**src/rtl/connect4_turn_controller.sv**
```systemverilog
`default_nettype none
// ============================================================================
// Module      : connect4_turn_controller
// Description : Turn sequencer and board store for a two-player Connect-4
//               game. Accepts column moves from a requester, drops the piece
//               into the lowest free row, then spends one CHECK cycle
//               sampling an external win checker before handing the turn
//               over or ending the game (win or full-board draw).
//
// Ports:
//   clk            rising-edge clock for all state
//   reset_n        asynchronous active-low reset
//   start          new-game request (honoured in IDLE / GAME_OVER only)
//   move_valid     requester presents a move
//   move_col       selected column, 0..NUM_COLS-1
//   win_detected   external checker flag, sampled at the end of CHECK
//   move_ready     controller accepts moves this cycle
//   move_accept    one-cycle pulse: the move was placed
//   move_reject    one-cycle pulse: column full or out of range
//   gameboard      cell occupancy, index = col + row*NUM_COLS, row 0 = bottom
//   players_cells  owner of each occupied cell, 0 = P1, 1 = P2
//   last_cell      index of the most recently placed cell
//   current_player side to move, 0 = P1, 1 = P2
//   state          IDLE=0, P1_TURN=1, P2_TURN=2, CHECK=3, GAME_OVER=4
//   winner         00 none, 01 P1, 10 P2, 11 draw
//
// Revision    : 1.0 - initial release
// ============================================================================
module connect4_turn_controller #(
    parameter int NUM_COLS = 7,
    parameter int NUM_ROWS = 6
) (
    input  logic                         clk,
    input  logic                         reset_n,
    input  logic                         start,
    input  logic                         move_valid,
    input  logic [2:0]                   move_col,
    input  logic                         win_detected,
    output logic                         move_ready,
    output logic                         move_accept,
    output logic                         move_reject,
    output logic [NUM_COLS*NUM_ROWS-1:0] gameboard,
    output logic [NUM_COLS*NUM_ROWS-1:0] players_cells,
    output logic [5:0]                   last_cell,
    output logic                         current_player,
    output logic [2:0]                   state,
    output logic [1:0]                   winner
);

    localparam int c_NUM_CELLS = NUM_COLS * NUM_ROWS;

    typedef enum logic [2:0] {
        S_IDLE      = 3'd0,
        S_P1_TURN   = 3'd1,
        S_P2_TURN   = 3'd2,
        S_CHECK     = 3'd3,
        S_GAME_OVER = 3'd4
    } state_t;

    state_t                        r_state;
    state_t                        w_state_next;
    logic [2:0]                    r_row_cnt [NUM_COLS];
    logic [5:0]                    r_move_cnt;
    logic [c_NUM_CELLS-1:0]        r_gameboard;
    logic [c_NUM_CELLS-1:0]        r_players;
    logic [5:0]                    r_last_cell;
    logic                          r_player;
    logic [1:0]                    r_winner;
    logic                          r_accept;
    logic                          r_reject;

    logic [2:0]                    w_row;
    logic                          w_col_ok;
    logic                          w_legal;
    logic                          w_present;
    logic                          w_take;
    logic                          w_bad;
    logic                          w_board_full;
    logic                          w_new_game;
    int                            w_idx_full;
    logic [5:0]                    w_idx;

    assign move_ready = (r_state == S_P1_TURN) || (r_state == S_P2_TURN);
    assign w_present  = move_valid && move_ready;

    // Select the fill level of the requested column; an out-of-range column
    // matches no counter and leaves w_col_ok low so it is rejected.
    always_comb begin
        w_row    = '0;
        w_col_ok = 1'b0;
        for (int c = 0; c < NUM_COLS; c++) begin
            if (move_col == c[2:0]) begin
                w_row    = r_row_cnt[c];
                w_col_ok = 1'b1;
            end
        end
    end

    assign w_legal      = w_col_ok && (w_row < 3'(NUM_ROWS));
    assign w_take       = w_present && w_legal;
    assign w_bad        = w_present && !w_legal;
    assign w_idx_full   = int'(move_col) + int'(w_row) * NUM_COLS;
    assign w_idx        = w_idx_full[5:0];
    assign w_board_full = (r_move_cnt == 6'(c_NUM_CELLS));
    assign w_new_game   = start && ((r_state == S_IDLE) || (r_state == S_GAME_OVER));

    // ------------------------------------------------------------------
    // FSM state register
    // ------------------------------------------------------------------
    always_ff @(posedge clk or negedge reset_n) begin
        if (!reset_n) begin
            r_state <= S_IDLE;
        end else begin
            r_state <= w_state_next;
        end
    end

    // ------------------------------------------------------------------
    // FSM next-state logic
    // ------------------------------------------------------------------
    always_comb begin
        w_state_next = r_state;
        case (r_state)
            S_IDLE, S_GAME_OVER: begin
                if (start) w_state_next = S_P1_TURN;
            end
            S_P1_TURN, S_P2_TURN: begin
                if (w_take) w_state_next = S_CHECK;
            end
            S_CHECK: begin
                // A win outranks the draw on the final move.
                if (win_detected || w_board_full) begin
                    w_state_next = S_GAME_OVER;
                end else if (r_player) begin
                    w_state_next = S_P1_TURN;
                end else begin
                    w_state_next = S_P2_TURN;
                end
            end
            default: w_state_next = S_IDLE;
        endcase
    end

    // ------------------------------------------------------------------
    // Board, counters, result and handshake pulses
    // ------------------------------------------------------------------
    always_ff @(posedge clk or negedge reset_n) begin
        if (!reset_n) begin
            for (int c = 0; c < NUM_COLS; c++) r_row_cnt[c] <= '0;
            r_move_cnt  <= '0;
            r_gameboard <= '0;
            r_players   <= '0;
            r_last_cell <= '0;
            r_player    <= 1'b0;
            r_winner    <= 2'b00;
            r_accept    <= 1'b0;
            r_reject    <= 1'b0;
        end else begin
            r_accept <= w_take;
            r_reject <= w_bad;

            if (w_new_game) begin
                for (int c = 0; c < NUM_COLS; c++) r_row_cnt[c] <= '0;
                r_move_cnt  <= '0;
                r_gameboard <= '0;
                r_players   <= '0;
                r_last_cell <= '0;
                r_player    <= 1'b0;
                r_winner    <= 2'b00;
            end

            if (w_take) begin
                r_gameboard[w_idx] <= 1'b1;
                r_players[w_idx]   <= r_player;
                r_last_cell        <= w_idx;
                r_move_cnt         <= r_move_cnt + 6'd1;
                for (int c = 0; c < NUM_COLS; c++) begin
                    if (move_col == c[2:0]) r_row_cnt[c] <= r_row_cnt[c] + 3'd1;
                end
            end

            if (r_state == S_CHECK) begin
                if (win_detected) begin
                    r_winner <= r_player ? 2'b10 : 2'b01;
                end else if (w_board_full) begin
                    r_winner <= 2'b11;
                end else begin
                    r_player <= ~r_player;
                end
            end
        end
    end

    assign move_accept    = r_accept;
    assign move_reject    = r_reject;
    assign gameboard      = r_gameboard;
    assign players_cells  = r_players;
    assign last_cell      = r_last_cell;
    assign current_player = r_player;
    assign state          = r_state;
    assign winner         = r_winner;

endmodule
`default_nettype wire

```
**config.mk**
```make
export PLATFORM = sky130hd
export DESIGN_NAME = connect4_turn_controller
export DESIGN_NICKNAME = d
export VERILOG_FILES = /design/src/rtl/connect4_turn_controller.sv
export SDC_FILE = /design/constraint.sdc
export NUM_CORES = 1
export LEC_CHECK = 0
export ABC_AREA = 1
export CAP_MARGIN = 10
export CORE_MARGIN = 2
export CORE_UTILIZATION = 48
export CTS_CLUSTER_SIZE = 14
export DETAILED_ROUTE_END_ITERATION = 8
export GPL_TIMING_DRIVEN = 1
export PLACE_DENSITY = 0.77
export SLEW_MARGIN = 20
export SYNTH_ARGS = -nofsm -noshare
export SYNTH_HDL_FRONTEND = slang
export SYNTH_SLANG_ARGS = --single-unit
```
**constraint.sdc**
```tcl
create_clock -name clk -period 3.4 [get_ports clk]
set_input_delay 0.51 -clock clk [delete_from_list [all_inputs] [get_ports clk]]
set_output_delay 0.51 -clock clk [all_outputs]
set_load 0.01 [all_outputs]
```
# Yosys cells after proc, flatten, opt, wreduce, memory -nomap -nowiden
# Cells that the tools add are included.
# word_totals
reg_bits	125
wordCells	107
output_inout_bits	99
# classes
muxes	47
n_reduce_logical	16
add_sub_neg	9
mul	1
eq_ne	13
bitwise	2
magnitude_cmp	3
# ops
op	count
$mux W42	4
$mux W3	17
$bwmux W42	1
$mux W21	2
$or A42 B42 Y42	1
$add A3 B1 Y3 const B	7
$mux W6	3
$eq A3 B2 Y1 const B	4
$eq A3 B3 Y1 const B	4
$mux W1	12
$mux W2	6
$pmux W3 S3	1
$lt A6 B7 Y1 const B	1
$add A3 B6 Y6	1
$add A6 B1 Y6 const B	1
$demux W1 S6	1
$eq A3 B1 Y1 const B	2
$eq A6 B6 Y1 const B	1
$ge A6 B1 Y1 const B	1
$logic_and A1 B1 Y1	6
$logic_not A3 Y1	2
$mul A3 B3 Y6 const B	1
$ne A2 B2 Y1 const B	2
$reduce_or A2 Y1	2
6 further kinds	8

# Longest topological paths before layout
# logic_depth
ltp_word	16
depth_mapped	22

# Least setup slack after synthesis
# No wires, ideal clock.
# synth_timing
path_kind	input to register
startpoint	input move_col[2]
endpoint	register r_gameboard[26], in the netlist gameboard[26]
arrival_time_ps	3730
setup_ps	135
path_slack_ps	-465
stages	18
n_path_buf	1
cell_sequence	inv_1 > nand3_1 > inv_1 > nand2_1 > nand2_1 > nor2_1 > nand3_1 > a21oi_1 > fa_1 > fa_1 > fa_1 > nand3_1 > nand3_1 > nand2_1 > nand2_2 > nand3_1 > clkbuf_1 > o21ai_0
# synth_between
elab_chain_cells	16
elab_cells_between_ends	33
cone_classes	add/sub (1); mul (1); order compare (3); eq/ne (6); mux (17); bitwise (1); reduce/logical (4)
# synth_lines
element	line	text
start: declaration	37	input logic [2:0] move_col,
$logic_not A3 Y1	92	if (move_col == c[2:0]) begin
$mux W3 (7 in a row)	92	
$mul A3 B3 Y6	102	assign w_idx_full = int'(move_col) + int'(w_row) * NUM_COLS;
$add A3 B6 Y6	102	
$lt A6 B7 Y1 (not written as such) or $ge A6 B1 Y1 (tied branches)	173	r_gameboard[w_idx] <= 1'b1;
$logic_and A1 B1 Y1 (not written as such)	173	
$mux W1 (not written as such)	173	
$demux W1 S6	173	
$or A42 B42 Y42 (no line)	-	
$mux W42 *	172	if (w_take) begin
end signal: assignment	151	r_gameboard <= '0;
end signal: assignment	165	r_gameboard <= '0;
end signal: indexed assignment	173	
end: declaration	64	logic [c_NUM_CELLS-1:0] r_gameboard;
# Every way passes the cells marked *; elsewhere a longest branch is shown, timed or not.
# A chain may end at the register's enable or synchronous reset.

# Final worst setup path
# layout_timing
startpoint	input move_col[0]
endpoint	register r_players[23], in the netlist players_cells[23]
# layout_between
elab_chain_cells	16
elab_cells_between_ends	33
cone_classes	add/sub (1); mul (1); order compare (3); eq/ne (6); mux (18); reduce/logical (4)
# layout_lines
element	line	text
$logic_not A3 Y1	92	
$mux W3 (7 in a row)	92	
$mul A3 B3 Y6	102	
$add A3 B6 Y6	102	
$lt A6 B7 Y1 (not written as such) or $ge A6 B1 Y1 (tied branches)	174	r_players[w_idx] <= r_player;
$logic_and A1 B1 Y1 (not written as such)	174	
$mux W1 (not written as such)	174	
$demux W1 S6	174	
$bwmux W42	174	
$mux W42 *	172	
end signal: indexed assignment	174	
end: declaration	65	logic [c_NUM_CELLS-1:0] r_players;
# Marks and branches as above.

==> results.toml <==
[sta]
hold_violations = 0
tightest_slew_ns = 0.915
rsz0062_at_grt = "true"
fmax_ghz = 0.269
fin_skew_ns = 0.00825
slew_headroom_pct = 39.0
final-max-slew-violation-count = 0
setup_viol = 84
setup_ws_ns = -0.321
post-route-period-util_pct = 109
fin_crit_ns = 3.72

[cells_and_area]
fillCellCount = 754
areaGrowthSynthToFinish_pct = 58.6
finish.utilization_pct = 77.6
antennaDiodeCount = 0
fin_cells = 1129
final_common_cell = "nand2_1"
nets = 975
drive_gt1_share_pct = 30.0
mostFrequentLayoutCells = "nand2_1, dfrtp_1, clkdlybuf4s50_1, buf_4, nand3_1"

[pwr]
irDropWorstVdd_v = 0.000373
p_leak_nw = 4.66
power_density_mw_per_mm2 = 700

[setup_path]
crit_arrival_ns = 4.03
critPathKind = "in -> reg"
r2r-end = "players_cells[23]$_DFF_PN0_"
cp.required_ns = 3.71
worst_r2r_path_depth = 14
slowest_stage = "fa_2"
path_cells = "buf_8 -> buf_6 -> nand3_4 -> inv_2 -> nand2_1 -> nand2_1 -> nor2_2 -> nand3_2 -> a21oi_2 -> fa_1 -> fa_2 -> fa_2 -> nand2_2 -> inv_2 -> nand4_1 -> buf_4 -> o21bai_1 -> nand2_1"
crit_path_end_kind = "register"
crit_top_cell = "nand2_1"
critPathLaunchType = "primary input"
ff2ff_setup_slack_ns = -0.32
rr_startpoint = "r_row_cnt[17]$_DFF_PN0_"
worstPathMaxFanout = 5
slowest_delay_ns = 0.67

[floorplan]
die_y_um = 117
core_mm2 = 0.0125
initial_core_util_pct = 48.9
die_w_um = 117
rows = 41
io_pins = 107
dieArea_mm2 = 0.0137

[detailed_routing]
drc_errors = 0
detail_route.iter0.violations = 845
wl_mm = 22.9
wire_per_inst_um = 20.3
ant_nets = 0
via_count = 6547
drtPass1Iterations = 8
viasPerCell = 5.80

[synthesis]
avgSynthCellArea_um2 = 8.46
synth_cell_types = 31
yosysSeqAreaShare_pct = 51.1
yosys_warnings = 0
synth_cells = 724
syn-cell-area_mm2 = 0.00613
synth.ff_latch_count = 125
synth_largest_area_cell = "dfrtp_1"
synthTopCellsByArea = "dfrtp_1, nand2_1, nand3_1, o21ai_0, o21bai_1"
synth_nets = 755
netlist.area_leader.share_pct = 51.1

[global_route]
grt_usage_pct = 31.4
grt_pass1_wl_mm = 32.4
first_global_vias = 6454
grt_start_max_net_pins = 126
overflow = 0
antenna_found_initial = 0

[cts]
cts.sinks = 125
clock_latency_ns = 0.43
tritoncts = "done"
cts_buffer_depth = 2
cts_root_buf = "clkbuf_16"
numCtsBuffers = 17
clk_pin_slew_ns = 0.06
cts-htree-levels = 4
hold_buffers = 0

[placement]
port_buffers = 106
dp.cells = 1043
gp_congestion = 0.883
dp_hpwl_mm = 12.0

[flow_run]
max_cap_viol_count = 0

[worst_hold_path]
hold_class = "in -> async"

[outcome]
violations = "negative setup slack"
status = "finished with violations"
[final cells by class]
class,count,area [um2],area share [%]
Clock inverter,14,183,1.88
Multi-Input combinational cell,514,3310,34.1
Tap cell,172,215,2.22
Inverter,57,226,2.33
Clock buffer,18,439,4.52
Timing Repair Buffer,229,2220,22.8
Sequential cell,125,3130,32.2
[stage by stage]
step / setup slack (ns) / hold slack, ns / total power, mW / TNS [ns] / cell area [um2]
6_report: -0.321 / 0.178 / 6.80 / -15.92 / 9720
5_1_grt: -0.464 / 0.228 / 7.06 / -27.61 / 9720
4_1_cts: -0.158 / 0.215 / 6.39 / -4.55 / 9290
3_5_place_dp: -1.09 / 0.472 / 4.14 / -87.04 / 8030
3_3_place_gp: -0.949 / 0.467 / 4.06 / -74.31 / 8030
2_1_floorplan: -0.136 / 0.214 / 3.13 / -8.93 / 6330
[cell usage after synthesis]
library cell	n
a21o_1	1
a21oi_1	4
a32oi_1	2
and2_1	3
buf_1	3
buf_2	7
clkbuf_1	22
dfrtp_1	125
fa_1	4
ha_1	19
inv_1	54
inv_2	3
nand2_1	228
nand2_2	2
nand2_4	1
nand3_1	75
nand3_2	1
nand4_1	10
nor2_1	20
nor2_2	7
nor2_4	1
nor3_1	2
o211ai_1	2
o21ai_0	70
o21bai_1	43
o22ai_1	6
o31ai_1	1
or2_2	2
xnor2_1	1
xor2_1	4
xor2_2	1
[state kept, by name, indices dropped and copies added, names as in the netlist]
signal	flops
current_player	1
gameboard	42
last_cell	6
move_accept	1
move_reject	1
players_cells	42
r_move_cnt	6
r_row_cnt	21
state	3
winner	2
[kinds of logic after synthesis]
logic type / Yosys count / share of synthesized area, %
adder cells (fa/ha/maj): 23 / 5.19
buffers and inverters: 89 / 5.60
XOR/XNOR: 6 / 0.980
flip-flops: 125 / 51.1
AO/OA/AOI/OAI: 129 / 12.7
AND/OR/NAND/NOR: 352 / 24.5
[critical path, delay by kind of cell]
family                     cells  cell delay, ns
buffers and inverters          5            0.60
adders and majority gates      3            1.70
and+or+nand+nor                8            0.88
AOI/OAI and AO/OA              2            0.33
[repair_timing]
item,4_1_cts,5_1_grt
resized for setup,102,102
pin swaps,42,71
gates cloned,6,0
endpoints found under the setup margin,88,87
setup buffers,32,17
[how the worst max path moves through the flow]
stage / startpoint / end / slack, ns / cells after the start
after detailed placement: move_col[0] / players_cells[23]$_DFF_PN0_ / -1.09 / 18
after floorplan: move_col[2] / players_cells[30]$_DFF_PN0_ / -0.14 / 16
after CTS: move_col[1] / players_cells[23]$_DFF_PN0_ / -0.16 / 18
after global routing: r_row_cnt[17]$_DFF_PN0_ / players_cells[23]$_DFF_PN0_ / -0.46 / 14
after global placement: move_col[0] / players_cells[23]$_DFF_PN0_ / -0.95 / 16
final: move_col[0] / players_cells[23]$_DFF_PN0_ / -0.32 / 18
[routing by layer]
| metal | vias up | routed length [um] | GRT usage (%) |
|---|---|---|---|
| met1 | 3136 | 8260 | 37.3 |
| met5 | - | 0 | 0 |
| li1 | 2839 | - | - |
| met4 | 0 | 1300 | 18.7 |
| met3 | 138 | 1750 | 6.85 |
| met2 | 434 | 11600 | 52.5 |
[where the power goes]
group,internal [mW],switching (mW),total [mW]
combinational,1.23,1.68,2.91
clock,1.19,0.750,1.94
sequential,1.75,0.206,1.96
Note: power is estimated with default switching activity, not from simulation.
==> RTL change 1, RTL diff (same settings) <==
Set the parameter `NUM_COLS` to 9 (it was 7).
--- a/src/rtl/connect4_turn_controller.sv
+++ b/src/rtl/connect4_turn_controller.sv
@@ -29,3 +29,3 @@
 module connect4_turn_controller #(
-    parameter int NUM_COLS = 7,
+    parameter int NUM_COLS = 9,
     parameter int NUM_ROWS = 6
Ports: changed (resized gameboard and players_cells); port bits go from 107 to 131. The function was not compared with the original's and may differ.
==> RTL change 1 against the unedited design <==
Hold slack got worse by 0.057 ns; clock power fell by 12%; fmax grew 14%; die area increased by 18%; register-to-register slack better by 0.63 ns; worst setup slack better by 0.45 ns; design area grew 4.5%; synthesized area increased by 19%; routed wire length fell by 7.1%; cell count increased by 16%; sequential cell count grew 27; via count up 5.3%; power is 2.7% higher; critical path type unchanged; critical endpoint is now players_cells[27].
==> RTL change 1: results (changes against the unedited design) <==
outcome=complete, no violations; worst-path maximum fanout=8 (+3); Slew HR=46.1% (+7.1 points); dpl hpwl=13500 µm (+12%); leading post-synthesis cells by cell area=dfrtp_1 (52%), nand2_1 (17%), inv_1 (4.3%); Post-Place Cells=1258 (+21%); Layout Nets=1131 (+16%); initial antenna violation count=0 (unchanged); Synth top cells by count=nand2_1 (335), dfrtp_1 (152), inv_1 (84); Reg2Reg Depth=17 (+3); worst path arrival time=3.64 ns (-0.39 ns); drt first-iter violations=661 (-22%); Synth Net Count=939 (+24%); share of layout cells above drive strength 1=14.9% (-15 points); drt pass-1 iters=7 (-1); total number of vias=6892 (+5.3%); ys async rst share=100% (unchanged); vias in the first global route=6565 (+1.7%); Critical path origin=move_col[1]; antenna cells=0 (unchanged); Fill cells=1118 (+48%); final wirelength=21300 µm (-7.1%); Post-Syn Instances=914 (+26%); reg2reg start=r_row_cnt[15]; slowest stage delay, CP=0.36 ns (-0.31 ns); Port Buf Inserts=130 (+23%); Leakage Power=4.96 nW (+6.3%); VDD IR max=0.442 mV (+19%); register area share after synthesis=52.2% (+1.2 points); GPL Wtd Cong=0.880 (-0.26%); Synth cell types=33 (+6.5%); first-pass GRT wire length=33700 µm (+3.9%); drt via density=5.28 (-9.0%); Total GRT Usage=26.7% (-4.6 points); largest net degree at the start of global routing=87 (-31%); Layout Skew=0.0110 ns (+0.00277 ns)
-- RTL change 1: cell count changes in the layout (fill, tap and decap cells not counted), sizes merged, moves of 27 or more --
cell / unedited run / this run
inv: 62 / 97
buf: 127 / 78
o21bai: 43 / 15
nand2: 231 / 336
dfrtp: 125 / 152
nor2: 28 / 82
-- RTL change 1: cell type report --
cell class | count | area [µm²] | share of cell area (%)
clock buffers | 21 | 450 | 4.44
well taps | 188 | 235 | 2.32
flip-flops and latches | 152 | 3800 | 37.5
inverters | 96 | 368 | 3.62
multi-input cells | 631 | 3150 | 31.0
clock inverters | 10 | 70.1 | 0.690
repair buffers | 207 | 2070 | 20.4
repair inverters | 1 | 7.51 | 0.0740
-- RTL change 1: logic make-up (layout without fill, tap and decap cells) --
kind of cell             after synthesis  in the layout  share of synthesized area (%)
adder cells (fa/ha/maj)               17             17                           3.02
XOR/XNOR                               5              5                          0.601
AO/OA/AOI/OAI                        113            113                           8.71
buffers and inverters                132            335                           7.04
AND/OR/NAND/NOR                      495            496                           28.4
flip-flops                           152            152                           52.2
-- RTL change 1: metal layers --
metal,track usage [%],wire (µm)
met1,34.8,8950
met2,42.8,10000
met3,6.62,1660
met4,11.8,633
met5,0,0
-- RTL change 1: worst paths after layout --
path                            slack (ns)           endpoint
min in group clk                      0.48      gameboard[30]
worst min-delay path                  0.12      r_row_cnt[19]
max in group asynchronous             2.50      gameboard[38]
worst max-delay path                  0.13  players_cells[27]
worst min register to register        0.48      gameboard[30]
worst max register to register        0.31  players_cells[27]
-- RTL change 1: critical path: cells and delay by family --
family	cells	cell delay [ns]
xor gates and xnor gates	1	0.16
buffers and inverters	8	0.92
adders and majority gates	3	0.77
and+or+nand+nor	5	0.81
AOI/OAI and AO/OA	4	0.44
-- RTL change 1: stage by stage --
step	setup WS [ns]	util, %	instance area [µm²]	hold slack, ns
after floorplan	0.0364	-	7290	0.214
after global placement	-0.585	61.5	9240	0.460
after detailed placement	-0.677	61.5	9240	0.464
after CTS	0.0800	66.9	10100	0.177
after global routing	-0.00412	67.5	10100	0.218
final	0.130	67.5	10100	0.121
-- RTL change 1: report_power, final --
part	leakage, nW	total (mW)	switching [mW]	internal, mW
Combinational	2.62	2.76	1.56	1.20
Sequential	2.09	2.51	0.320	2.19
Clock	0.254	1.71	0.764	0.949
-- RTL change 1: repair_timing --
| action | CTS | global route |
|---|---|---|
| hold endpoints to repair | 0 | 0 |
| buffers inserted | 9 | 2 |
| gates cloned | 6 | 0 |
| hold buffers | 0 | 0 |
| pin swaps | 13 | 14 |
| endpoints found under the setup margin | 105 | 74 |
| resized for setup | 41 | 19 |
==> RTL change 2, RTL diff (same flow settings) <==
Made on the original files. One comparison of `r_move_cnt` changes from == to >=.
--- a/src/rtl/connect4_turn_controller.sv
+++ b/src/rtl/connect4_turn_controller.sv
@@ -103,3 +103,3 @@
     assign w_idx        = w_idx_full[5:0];
-    assign w_board_full = (r_move_cnt == 6'(c_NUM_CELLS));
+    assign w_board_full = (r_move_cnt >= 6'(c_NUM_CELLS));
     assign w_new_game   = start && ((r_state == S_IDLE) || (r_state == S_GAME_OVER));
Function: no difference found for any inputs over 4 cycles, from zero or initial values and one cycle with reset_n low; that may be too few to reach the edited logic, so the function may still have changed.
==> RTL change 2 against the unedited design <==
The run still ends with setup timing left; power decreased by 4.6%; synthesized area decreased by 0.49%; sequential cell count unchanged; worst setup slack got worse by 0.016 ns; sequential power decreased by 2%; global-route usage decreased by 0.060 points; critical path depth decreased by 2; routed wire length decreased by 3.5%; design area decreased by 3.3%; critical path type unchanged; critical endpoint is now gameboard[41]; largest cell class unchanged.
==> RTL change 2: results (changes against the unedited design) <==
Hold Path Class=in -> async; first-pass GRT wire length=32400 µm (about the same); Sw Share=39.2% (+0.49 points); share of layout cells above drive strength 1=26.0% (-4.0 points); Place WS=-1.20 ns (-0.104 ns); Slew HR=46.5% (+7.4 points); largest net degree at the start of global routing=58 (-54%); Total Negative Setup Slacks=-20.05 ns (-4.13 ns); worst path arrival time=4.07 ns (+0.04 ns); antenna cells=0 (unchanged); Synth Net Count=755 (unchanged); Slew Viols, Final=0 (unchanged); ys async rst share=100% (unchanged); R2R Path End=gameboard[41]; Area after DPL=0.00801 mm² (-0.23%); drt via density=5.75 (-0.83%); R2R setup slack=-0.25 ns (+0.07 ns); Port Buf Inserts=106 (unchanged); Synth cell types=26 (-16%); drt first-iter violations=754 (-11%); TritonCTS Buffers=17 (unchanged); vias in the first global route=6343 (-1.7%); register area share after synthesis=51.3% (+0.25 points); dpl hpwl=12300 µm (+2.2%); failing checks=setup timing; fin worst setup slack=-0.336 ns (-0.0155 ns); Synth Flop Type=dfrtp_1; clk buf depth=2 (unchanged); WHS=0.136 ns (-0.0427 ns); worst-path maximum fanout=3 (-2); Leakage Power=4.55 nW (-2.6%); initial antenna violation count=0 (unchanged); outcome=finished with violations; Reg2Reg Depth=14 (unchanged); reg2reg start=r_row_cnt[12]; Setup Viol. Count Final=87 (+3.6%); VDD IR max=0.487 mV (+30%); Layout Nets=962 (-1.3%); drt pass-1 iters=7 (-1); GPL Wtd Cong=0.874 (-1.0%); Total GRT Usage=31.3% (-0.060 points); Synth top cells by count=nand2_1 (235), dfrtp_1 (125), nand3_1 (72); clk slew on worst S/H paths=0.06 ns (about the same); Synth Warn #=0 (unchanged); Layout Skew=0.0202 ns (+0.0119 ns); wire per inst=19.8 µm (-2.4%); H-Tree Depth=4 (unchanged); leading post-synthesis cells by cell area=dfrtp_1 (51%), nand2_1 (14%), nand3_1 (5.9%); CTS root buf=clkbuf_16; Clock Latency Late Sink=0.44 ns
## RTL change 2: cell count changes after synthesis, moves of 4 or more
cell      delta
nor2_1       +5
buf_2        -5
nand2_1      +7
clkbuf_1     +4
nor2_2       -5
o21ai_0      -4
## RTL change 2: cell type report
cell class | count | area (µm²)
Sequential cell | 125 | 3130
Clock inverter | 15 | 174
Timing Repair Buffer | 213 | 2030
Timing Repair inverter | 1 | 6.26
Multi-Input combinational cell | 519 | 3200
Clock buffer | 17 | 425
Tap cell | 172 | 215
Inverter | 54 | 223
Fill cell | 785 | 3120
## RTL change 2: worst max path at each step
stage                            from                end  slack, ns  cells after the start
after floorplan           move_col[2]  players_cells[14]      -0.23                     14
after global placement    move_col[2]  players_cells[14]      -1.11                     18
after detailed placement  move_col[2]  players_cells[14]      -1.20                     18
after CTS                 move_col[2]   players_cells[3]      -0.24                     19
after global routing      move_col[0]  players_cells[15]      -0.41                     16
final                     move_col[0]      gameboard[41]      -0.34                     16
## RTL change 2: cell families after synthesis
logic type      synth area share [%]
xor+xnor                       0.862
fa+ha+maj                       5.21
flops                           51.3
simple gates                    24.5
compound gates                  12.5
buf+inv                         5.64
## RTL change 2: power by group through the flow
stage               Clock (mW)  Combinational [mW]  Sequential [mW]
floorplan                    0                1.08             1.96
global placement             0                2.00             1.91
detailed placement           0                2.06             1.92
CTS                       1.86                2.42             1.91
global route              1.95                2.85             1.94
finish                    1.88                2.69             1.92
## RTL change 2: routing by layer
layer / vias up / track usage (%) / wire length (µm)
met5: - / 0 / 0
met4: 0 / 13.6 / 711
met3: 77 / 8.67 / 2070
met2: 381 / 50.4 / 10800
met1: 3145 / 40.0 / 8450
li1: 2815 / - / -
## RTL change 2: critical path, cell delays in order
cell        delay [ns]
buf_4             0.11
clkinvlp_4        0.15
nor3_4            0.24
inv_1             0.08
or2_4             0.23
nand2_1           0.09
nand2_2           0.08
fa_1              0.56
fa_1              0.47
fa_2              0.40
buf_6             0.15
xor2_4            0.29
buf_12            0.17
nand3_2           0.18
buf_4             0.21
o21ai_1           0.15
## RTL change 2: timing repair
action | in CTS | in global routing
buffers inserted | 19 | 13
endpoints found under the setup margin | 88 | 88
resized for setup | 122 | 43
gates cloned | 7 | 0
pin swaps | 54 | 21
## RTL change 2: per-stage QoR
step	power [mW]	instances
floorplan	3.04	724
global route	6.74	1116
global placement	3.91	1046
detailed placement	3.98	1046
finish	6.49	1116
CTS	6.19	1103
